**config.mk**
```make
export PLATFORM = sky130hd
export DESIGN_NAME = id_ex_issue
export DESIGN_NICKNAME = d
export VERILOG_FILES = /design/src/rtl/id_ex_issue.sv
export SDC_FILE = /design/constraint.sdc
export NUM_CORES = 1
export LEC_CHECK = 0
export CAP_MARGIN = 20
export CELL_PAD_IN_SITES_DETAIL_PLACEMENT = 2
export CELL_PAD_IN_SITES_GLOBAL_PLACEMENT = 2
export CORE_MARGIN = 2
export CORE_UTILIZATION = 19
export DETAILED_ROUTE_END_ITERATION = 6
export GPL_TIMING_DRIVEN = 0
export PLACE_DENSITY = 0.78
export SLEW_MARGIN = 20
export SYNTH_ARGS = -nofsm -noshare
export SYNTH_HDL_FRONTEND = slang
export SYNTH_SLANG_ARGS = --single-unit
export TNS_END_PERCENT = 10
```
**constraint.sdc**
```tcl
create_clock -name clk -period 1.65 [get_ports clk]
set_input_delay 0.33 -clock clk [delete_from_list [all_inputs] [get_ports clk]]
set_output_delay 0.33 -clock clk [all_outputs]
set_load 0.02 [all_outputs]
```
**src/rtl/id_ex_issue.sv**
```systemverilog
// Decode/issue stage: drives register file read addresses, captures the ID/EX register,
// bypasses same-edge writeback data and (with ID_LOAD_USE_INTERLOCK_EN) inserts load-use bubbles.
module id_ex_issue #(
    parameter int XLEN   = 32,
    parameter int REG_AW = 5
) (
    input  logic              clk,
    input  logic              rst_n,
    input  logic              id_valid,
    input  logic [XLEN-1:0]   id_instr,
    input  logic [XLEN-1:0]   id_pc,
    output logic              id_ready,
    output logic [REG_AW-1:0] rs1,
    output logic [REG_AW-1:0] rs2,
    input  logic [XLEN-1:0]   rf_rdata1,
    input  logic [XLEN-1:0]   rf_rdata2,
    input  logic [REG_AW-1:0] wb_rd,
    input  logic [XLEN-1:0]   wb_data,
    input  logic              wb_reg_write,
    input  logic              flush,
    output logic              ex_valid,
    output logic [XLEN-1:0]   ex_pc,
    output logic [XLEN-1:0]   ex_rs1_data,
    output logic [XLEN-1:0]   ex_rs2_data,
    output logic [REG_AW-1:0] ex_rs1,
    output logic [REG_AW-1:0] ex_rs2,
    output logic [REG_AW-1:0] ex_rd,
    output logic [XLEN-1:0]   ex_imm,
    output logic [6:0]        ex_opcode,
    output logic [2:0]        ex_funct3,
    output logic [6:0]        ex_funct7,
    output logic              ex_reg_write,
    output logic              ex_mem_read,
    output logic              ex_mem_write
);

    localparam logic [6:0] OP_R      = 7'b0110011;
    localparam logic [6:0] OP_IMM    = 7'b0010011;
    localparam logic [6:0] OP_LOAD   = 7'b0000011;
    localparam logic [6:0] OP_STORE  = 7'b0100011;
    localparam logic [6:0] OP_BRANCH = 7'b1100011;
    localparam logic [6:0] OP_LUI    = 7'b0110111;
    localparam logic [6:0] OP_AUIPC  = 7'b0010111;
    localparam logic [6:0] OP_JAL    = 7'b1101111;
    localparam logic [6:0] OP_JALR   = 7'b1100111;

    function automatic logic [XLEN-1:0] imm_decode(input logic [XLEN-1:0] ins);
        logic [XLEN-1:0] imm;
        imm = {XLEN{1'b0}};
        case (ins[6:0])
            OP_IMM, OP_LOAD, OP_JALR: imm = {{(XLEN-12){ins[31]}}, ins[31:20]};
            OP_STORE:                 imm = {{(XLEN-12){ins[31]}}, ins[31:25], ins[11:7]};
            OP_BRANCH:                imm = {{(XLEN-13){ins[31]}}, ins[31], ins[7], ins[30:25], ins[11:8], 1'b0};
            OP_LUI, OP_AUIPC:         imm = XLEN'({ins[31:12], 12'h000});
            OP_JAL:                   imm = {{(XLEN-21){ins[31]}}, ins[31], ins[19:12], ins[20], ins[30:21], 1'b0};
            default:                  imm = {XLEN{1'b0}};
        endcase
        return imm;
    endfunction

    logic [6:0]        w_opcode;
    logic [REG_AW-1:0] w_rs1;
    logic [REG_AW-1:0] w_rs2;
    logic [REG_AW-1:0] w_rd;
    logic              w_writer;
    logic              w_mem_read;
    logic              w_mem_write;
    logic              w_hazard;
    logic              w_ready;
    logic              w_accept;

    logic              r_ex_valid;
    logic [XLEN-1:0]   r_ex_pc;
    logic [REG_AW-1:0] r_ex_rs1;
    logic [REG_AW-1:0] r_ex_rs2;
    logic [REG_AW-1:0] r_ex_rd;
    logic [XLEN-1:0]   r_ex_imm;
    logic [6:0]        r_ex_opcode;
    logic [2:0]        r_ex_funct3;
    logic [6:0]        r_ex_funct7;
    logic              r_ex_reg_write;
    logic              r_ex_mem_read;
    logic              r_ex_mem_write;
    logic              r_byp1;
    logic              r_byp2;
    logic [XLEN-1:0]   r_bdata1;
    logic [XLEN-1:0]   r_bdata2;

    assign w_opcode = id_instr[6:0];
    assign w_rs1    = id_instr[19:15];
    assign w_rs2    = id_instr[24:20];
    assign w_rd     = id_instr[11:7];
    assign rs1      = w_rs1;
    assign rs2      = w_rs2;

    // Control decode of the instruction sitting in ID
    always_comb begin
        w_writer    = 1'b0;
        w_mem_read  = 1'b0;
        w_mem_write = 1'b0;
        case (w_opcode)
            OP_R, OP_IMM, OP_LUI, OP_AUIPC, OP_JAL, OP_JALR: w_writer = 1'b1;
            OP_LOAD: begin
                w_writer   = 1'b1;
                w_mem_read = 1'b1;
            end
            OP_STORE: w_mem_write = 1'b1;
            default: begin
                w_writer    = 1'b0;
                w_mem_read  = 1'b0;
                w_mem_write = 1'b0;
            end
        endcase
    end

`ifdef ID_LOAD_USE_INTERLOCK_EN
    logic w_uses_rs1;
    logic w_uses_rs2;

    // Which source registers the ID instruction actually reads
    always_comb begin
        w_uses_rs1 = 1'b1;
        w_uses_rs2 = 1'b0;
        case (w_opcode)
            OP_LUI, OP_AUIPC, OP_JAL:  w_uses_rs1 = 1'b0;
            OP_R, OP_STORE, OP_BRANCH: w_uses_rs2 = 1'b1;
            default: begin
                w_uses_rs1 = 1'b1;
                w_uses_rs2 = 1'b0;
            end
        endcase
    end

    assign w_hazard = id_valid && r_ex_valid && r_ex_mem_read && (r_ex_rd != {REG_AW{1'b0}}) &&
                      ((w_uses_rs1 && (r_ex_rd == w_rs1)) || (w_uses_rs2 && (r_ex_rd == w_rs2)));
`else
    assign w_hazard = 1'b0;
`endif

    // Flush wins over the interlock: the stalled instruction is dead anyway
    assign w_ready  = !w_hazard || flush;
    assign w_accept = id_valid && w_ready && !flush;
    assign id_ready = w_ready;

    // ID/EX pipeline register and writeback bypass capture
    always_ff @(posedge clk or negedge rst_n) begin
        if (!rst_n) begin
            r_ex_valid     <= 1'b0;
            r_ex_pc        <= {XLEN{1'b0}};
            r_ex_rs1       <= {REG_AW{1'b0}};
            r_ex_rs2       <= {REG_AW{1'b0}};
            r_ex_rd        <= {REG_AW{1'b0}};
            r_ex_imm       <= {XLEN{1'b0}};
            r_ex_opcode    <= 7'd0;
            r_ex_funct3    <= 3'd0;
            r_ex_funct7    <= 7'd0;
            r_ex_reg_write <= 1'b0;
            r_ex_mem_read  <= 1'b0;
            r_ex_mem_write <= 1'b0;
            r_byp1         <= 1'b0;
            r_byp2         <= 1'b0;
            r_bdata1       <= {XLEN{1'b0}};
            r_bdata2       <= {XLEN{1'b0}};
        end else begin
            r_ex_valid     <= w_accept;
            r_ex_pc        <= id_pc;
            r_ex_rs1       <= w_rs1;
            r_ex_rs2       <= w_rs2;
            r_ex_rd        <= w_rd;
            r_ex_imm       <= imm_decode(id_instr);
            r_ex_opcode    <= w_opcode;
            r_ex_funct3    <= id_instr[14:12];
            r_ex_funct7    <= id_instr[31:25];
            r_ex_reg_write <= w_writer && (w_rd != {REG_AW{1'b0}});
            r_ex_mem_read  <= w_mem_read;
            r_ex_mem_write <= w_mem_write;
            // The register file returns pre-write data on a same-edge read/write
            r_byp1         <= wb_reg_write && (wb_rd != {REG_AW{1'b0}}) && (wb_rd == w_rs1);
            r_byp2         <= wb_reg_write && (wb_rd != {REG_AW{1'b0}}) && (wb_rd == w_rs2);
            r_bdata1       <= wb_data;
            r_bdata2       <= wb_data;
        end
    end

    assign ex_valid     = r_ex_valid;
    assign ex_pc        = r_ex_pc;
    assign ex_rs1       = r_ex_rs1;
    assign ex_rs2       = r_ex_rs2;
    assign ex_rd        = r_ex_rd;
    assign ex_imm       = r_ex_imm;
    assign ex_opcode    = r_ex_opcode;
    assign ex_funct3    = r_ex_funct3;
    assign ex_funct7    = r_ex_funct7;
    assign ex_reg_write = r_ex_reg_write;
    assign ex_mem_read  = r_ex_mem_read;
    assign ex_mem_write = r_ex_mem_write;

    assign ex_rs1_data  = !r_ex_valid ? {XLEN{1'b0}} : (r_byp1 ? r_bdata1 : rf_rdata1);
    assign ex_rs2_data  = !r_ex_valid ? {XLEN{1'b0}} : (r_byp2 ? r_bdata2 : rf_rdata2);

endmodule

```
==> summary.txt, run 1 <==
Outcome
  • Status: finished, violations left
  • Failing checks: negative setup slack

Drt
  • Number of remaining DRC errors: 0
  • Routed WL: roughly 23,000 µm
  • Vias per cell: 4.07
  • First-pass detailed-route iteration total: 4
  • ANT nets after route: 0
  • Detailed Route Iter0 Violations: ~110
  • Vias: roughly 4,500
  • WL per Instance: 20.5 µm

Synth
  • Largest cells by area after synthesis: dfrtp_1 65%, mux2i_1 13%, nor2b_1 8.7%, a21o_1 2.9%, buf_4 1.6%
  • Yosys top cell area share: 0.645
  • Synth Cell Area: slightly above 5000 µm²
  • Syn Area/Cell: 13.7 µm²
  • Post-synth top area cell: dfrtp_1
  • Synthesized flop and latch total: roughly 130
  • Mapped Cells: 379
  • Synth Net Count: 549
  • Syn. warnings: 0
  • Register area share after synthesis: 0.645
  • Number of library cell types mapped by synthesis: 39

Clock network
  • Clk sinks: approximately 130
  • CTS tree: built
  • Clock Root Buffer: clkbuf_16
  • Clock slew at reported path FFs: ~60 ps
  • CTS Buf Count: 17
  • Clk buf depth: 2
  • H-tree Lvls: 4

Global route
  • Largest net degree at the start of global routing: 89
  • GR Overflow Total: 0
  • Vias in the first global route: just over 5,000
  • Tot GR Track Use: 0.156
  • Global-route wire length before repair: approximately 33,000 µm
  • Initial antenna violation count: 0

Floorplan
  • Die X: roughly 170 µm
  • Total core area: roughly 27,000 µm²
  • Row cnt: 60
  • I/O pin total: around 350
  • Die area: about 29,000 µm²
  • Height of the die: 169 µm
  • Initial core utilization: 0.193

Final layout
  • Fin nets: between 900 and 1,000
  • Multi-input gate area: 1710 µm²
  • Final instance count without filler cells: roughly 1,100
  • Layout cells sized above 1: 0.217
  • Final Util: 0.358
  • Area Overhead vs Synth: 85.0%
  • Register Area: around 3400 µm²
  • Fillers: around 2,900

Min path
  • Hold Crit Start: id_instr[21]
  • Min-delay worst type: in2reg

Worst setup path
  • Worst-path cell chain: buf_12, mux2i_1, nor2b_1, buf_4
  • Critical path origin: r_byp2
  • Crit-path max cell delay: between 500 and 600 ps
  • CP top delay family: flip-flops
  • Bufs and invs on worst path: 2
  • Data required time of the critical path: around 1300 ps
  • Crit path kind: reg2out
  • Crit path launch type: flip-flop
  • Worst Path Max Fanout: 6
  • Kind of end point of the critical path: output pin
  • CP max stage cell: dfrtp_4
  • Crit path arrival time: between 1500 and 2000 ps

Timing
  • Final hold vios: 0
  • Final Max Slew Viols: 0
  • Max Clk Rate: approximately 510 MHz
  • Post-route minimum period: between 1500 and 2000 ps
  • Crit share post-route: 1.18
  • Setup Viol. Count Final: 64
  • RSZ-0062 raised after global routing: true
  • Setup ws final: -304 ps

Placed design
  • Final HPWL DP: ~17,000 µm
  • GPL Wtd Cong: roughly 0.76
  • Buffers on Ports: approximately 340
  • Placed insts: between 1,000 and 1,500
  • Pre-CTS WS: -1110 ps

Power and ir drop
  • P_leak: approximately 4.5 nW
  • VDD IR-drop max: 0.421 mV
  • Pwr Density: roughly 900 nW/µm²

Flow run
  • # Max-Cap Violations: 0
-- final timing paths --
path                             endpoint  slack (ps)  cells past startpoint
worst max-delay path       ex_rs2_data[3]        -300                      4
max in group asynchronous          r_byp2         390                      3
min in group asynchronous    ex_funct7[0]         420                      2
worst min-delay path            ex_rs2[1]         150                      1
-- final cells by class --
cell class,count,area share
plain buffers,28,0.0308
inverters,1,0.000390
clock inverters,15,0.0147
repair buffers,353,0.338
flip-flops and latches,134,0.349
clock buffers,17,0.0442
multi-input cells,214,0.178
well taps,341,0.0444
diodes,1,0.000260
-- cells by family after synthesis --
logic type,after synthesis,share of synthesized area
muxes,65,0.125
xor gates and xnor gates,10,0.0169
and+or+nand+nor,102,0.122
DFF,134,0.645
buffers and inverters,31,0.0344
other,1,0.000722
AOI/OAI and AO/OA,36,0.0551
-- layer usage --
layer	routed length (µm)	GRT usage	part of all wire	vias up
li1	-	-	-	2006
met1	8600	0.173	0.38	2294
met5	0	0	0	-
met4	318	0.0461	0.014	0
met3	1470	0.0483	0.065	20
met2	12200	0.287	0.54	174
-- Yosys cell counts, drive strengths merged --
master and n:
and2 1, nor3b 1, a31oi 1, mux2i 65, nor3 2, or2 1
or2b 1, conb 1, nand3b 1, and4b 1, clkbuf 11, a32oi 1
or3 2, dfrtp 134, a22o 5, a21o 20, o22ai 1, a21oi 4
o31ai 1, xor2 4, nand3 6, o21ai 2, nor4 3, or4 2
inv 1, xnor2 6, o21bai 1, nand2b 1, nand2 3, nor2 5
buf 19, nor2b 72
-- flip-flops by register name, summed over array words and instances (netlist names), 3 cells and up --
signal,flops
ex_opcode,7
ex_imm,32
r_bdata2,32
ex_rs2,5
ex_pc,32
ex_funct7,7
ex_rd,5
ex_rs1,5
ex_funct3,3
-- placed cells by master (no fill, tap or decap), drive strengths merged, types with 2 or more instances in the layout --
master           n
clkdlybuf4s50  162
dfrtp          134
buf            105
dlygate4sd2    103
nor2b           72
mux2i           65
clkbuf          25
a21o            20
inv              8
xnor2            6
nand3            6
nor2             5
a22o             5
clkinv           5
xor2             4
a21oi            4
nand2            3
nor4             3
or3              2
or4              2
clkinvlp         2
nor3             2
o21ai            2
-- what timing repair did --
item                       CTS  global route
setup endpoints to repair  205            77
setup buffers                4             2
cloned                       2             0
hold endpoints to repair    46             0
pin swaps                    1             1
hold buffers                 1             0
resized for setup          493            20
-- where the power goes --
group          switching [mW]  internal [mW]  total [mW]
clock network            1.65           2.11        3.76
registers              0.0519           3.42        3.47
logic                   0.652          0.706        1.36
-- through the flow --
stage	area (µm²)	total power, mW	hold WS, ps	setup TNS [ps]
after floorplan	5200	4.00	34.4	-3350
after global placement	9060	4.94	776	-832950
after detailed placement	9090	4.99	273	-79460
after CTS	9550	8.76	126	-19120
after global routing	9610	8.98	122	-22110
final	9620	8.60	149	-16190
(Power assumes the default switching activity.)
==> inputs of run 2 (changes only) <==
--- a/config.mk
+++ b/config.mk
@@ -11,7 +11,6 @@
 export CORE_MARGIN = 2
 export CORE_UTILIZATION = 19
 export DETAILED_ROUTE_END_ITERATION = 6
-export GPL_TIMING_DRIVEN = 0
 export PLACE_DENSITY = 0.78
 export SLEW_MARGIN = 20
 export SYNTH_ARGS = -nofsm -noshare
==> run 2 against run 1 <==
Net effect:
- routed wire length increased by 0.91%
- worst hold slack improved by 82 ps
- clock power rose by 8.0%
- highest routed layer unchanged
- combinational power increased by 3%
- the flow still finishes with violations (negative setup slack)
- critical path depth is 1 higher
- non-clock buffer count up 21
- design area increased by 3.2%
- sequential cell count unchanged
- critical path type unchanged
- power grew 3.9%
==> summary.txt, run 2 (synthesized netlist as in run 1, its figures left out) <==
Drt
  • WL per Instance: 20.3 µm (-0.89%)
  • Number of remaining DRC errors: 0 (unchanged)
  • Vias per cell: 4.06 (-0.25%)
  • Vias: 4,564 (+1.6%)
  • Detailed Route Iter0 Violations: 147 (+30%)
  • First-pass detailed-route iteration total: 4 (unchanged)
  • ANT nets after route: 0 (unchanged)
  • Routed WL: 22,800 µm (+0.91%)

Timing
  • Crit share post-route: 1.18 (-0.00340)
  • Setup ws final: -299 ps (+5.62 ps)
  • Setup Viol. Count Final: 64 (unchanged)
  • Max Clk Rate: 513 MHz (+0.29%)
  • Final Max Slew Viols: 0 (unchanged)
  • RSZ-0062 raised after global routing: true
  • Post-route minimum period: 1950 ps (-5.62 ps)
  • Actual slew at the worst max-slew pin: 522 ps
  • Final hold vios: 0 (unchanged)
  • Slew headroom: 0.652

Final layout
  • Layout cells sized above 1: 0.225 (+0.00824)
  • Area Overhead vs Synth: 91.0%
  • Ant. Diodes: 0 (-1)
  • Final Util: 0.369 (+0.0115)
  • Most common cell after layout, fill and taps aside: clkdlybuf4s50_1
  • Most frequent cells in the layout: 167 x clkdlybuf4s50_1, 132 x dfrtp_1, 109 x dlygate4sd2_1
  • Fin nets: 940 (+2.3%)

Worst setup path
  • CP max stage cell: dfrtp_2
  • Worst Path Max Fanout: 8 (+2)
  • Most frequent CP cell: buf_12
  • Bufs and invs on worst path: 3 (+1)
  • Crit path launch type: flip-flop
  • Worst-path cell chain: buf_12, buf_12, mux2i_2, nor2b_1, buf_4
  • Crit-path max cell delay: 460 ps (-120 ps)
  • Crit path kind: reg2out
  • CP top delay family: buffers and inverters
  • Critical path origin: r_byp2
  • Data required time of the critical path: 1320 ps (about the same)
  • Crit path arrival time: 1620 ps (about the same)
  • Kind of end point of the critical path: output pin

Global route
  • Vias in the first global route: 5,302 (+3.6%)
  • Tot GR Track Use: 0.159 (+0.00228)
  • GR Overflow Total: 0 (unchanged)
  • Initial antenna violation count: 0 (unchanged)
  • Largest net degree at the start of global routing: 39 (-56%)
  • Global-route wire length before repair: 33,500 µm (+2.2%)

Placed design
  • GPL Wtd Cong: 0.738 (-2.4%)
  • Pre-CTS WS: -443 ps (+669 ps)
  • Final HPWL DP: 17,400 µm (+1.5%)
  • Buffers on Ports: 343 (unchanged)

Floorplan
  • I/O pin total: 345 (unchanged)
  • Die area: 28,700 µm² (unchanged)
  • Total core area: 26,900 µm² (unchanged)
  • Initial core utilization: 0.193 (unchanged)
  • Die X: 169 µm (unchanged)
  • Row cnt: 60 (unchanged)
  • Height of the die: 169 µm (unchanged)

Outcome
  • Status: finished, violations left
  • Failing checks: negative setup slack

Clock network
  • Clock slew at reported path FFs: 70 ps (about the same)
  • CTS tree: built
  • Clk buf depth: 2 (unchanged)
  • CTS Buf Count: 17 (unchanged)
  • H-tree Lvls: 4 (unchanged)
  • Clk sinks: 134 (unchanged)
  • Clock Root Buffer: clkbuf_16

Min path
  • Hold Crit Start: id_instr[6]
  • Min-delay worst type: in2reg

Flow run
  • # Max-Cap Violations: 0 (unchanged)

Power and ir drop
  • P_leak: 4.62 nW (+3.4%)
  • VDD IR-drop max: 0.528 mV (+26%)
  • Pwr Density: 900 nW/µm² (+0.69%)
run 2: changes by cell type in the layout (fill, tap and decap cells not counted), moves of 4 or more:
cell,previous run,this run
dlygate4sd2_1,103,109
mux2i_2,3,7
buf_12,6,12
buf_4,85,95
clkbuf_4,6,0
mux2i_1,61,55
clkdlybuf4s50_1,162,167
buf_6,2,8
run 2: repair_timing:
action                                  in CTS  in global routing
buffers inserted                             5                 10
pin swaps                                    1                  0
gates resized for setup                    386                 66
endpoints found under the setup margin     189                 68
endpoints found under the hold margin       29                  0
gates cloned                                 2                  0
hold buffers                                 1                  0
run 2: path summary, 6_finish.rpt:
path / cells past startpoint / slack [ps] / to
worst max-delay path: 5 / -300 / ex_rs2_data[13]
worst min-delay path: 2 / 230 / ex_opcode[6]
max in group asynchronous: 3 / 690 / ex_imm[15]
min in group asynchronous: 2 / 390 / ex_imm[28]
run 2: metal layers:
metal,vias to the layer above,GRT usage,wire length (µm)
met3,10,0.0539,1550
met5,-,0,0
met2,168,0.305,12700
met4,0,0.0301,178
li1,2046,-,-
met1,2340,0.167,8400
run 2: cell type report:
cell class | instances | area, µm²
Fill cell | 2856 | 17000
Timing Repair Buffer | 402 | 3790
Sequential cell | 134 | 3360
Multi-Input combinational cell | 214 | 1730
Clock buffer | 18 | 429
Tap cell | 341 | 427
Clock inverter | 14 | 188
Inverter | 1 | 3.75
run 2: through the flow:
step                      total power [mW]  instances  setup TNS [ps]  hold slack (ps)  instance area (µm²)
after detailed placement              5.03       1074          -32290              260                 9280
final                                 8.94       1124          -13340              232                 9930
after floorplan                       4.00        379           -3350             34.4                 5200
after global routing                  9.33       1124          -18970              228                 9930
after CTS                             9.08       1114          -16360              328                 9770
after global placement                4.99       1074          -29860              259                 9280
run 2: where the power goes:
group | leakage [nW] | internal [mW] | switching, mW
combinational | 2.68 | 0.744 | 0.656
sequential | 1.64 | 3.42 | 0.0557
clock | 0.292 | 2.43 | 1.63
total | 4.62 | 6.59 | 2.34
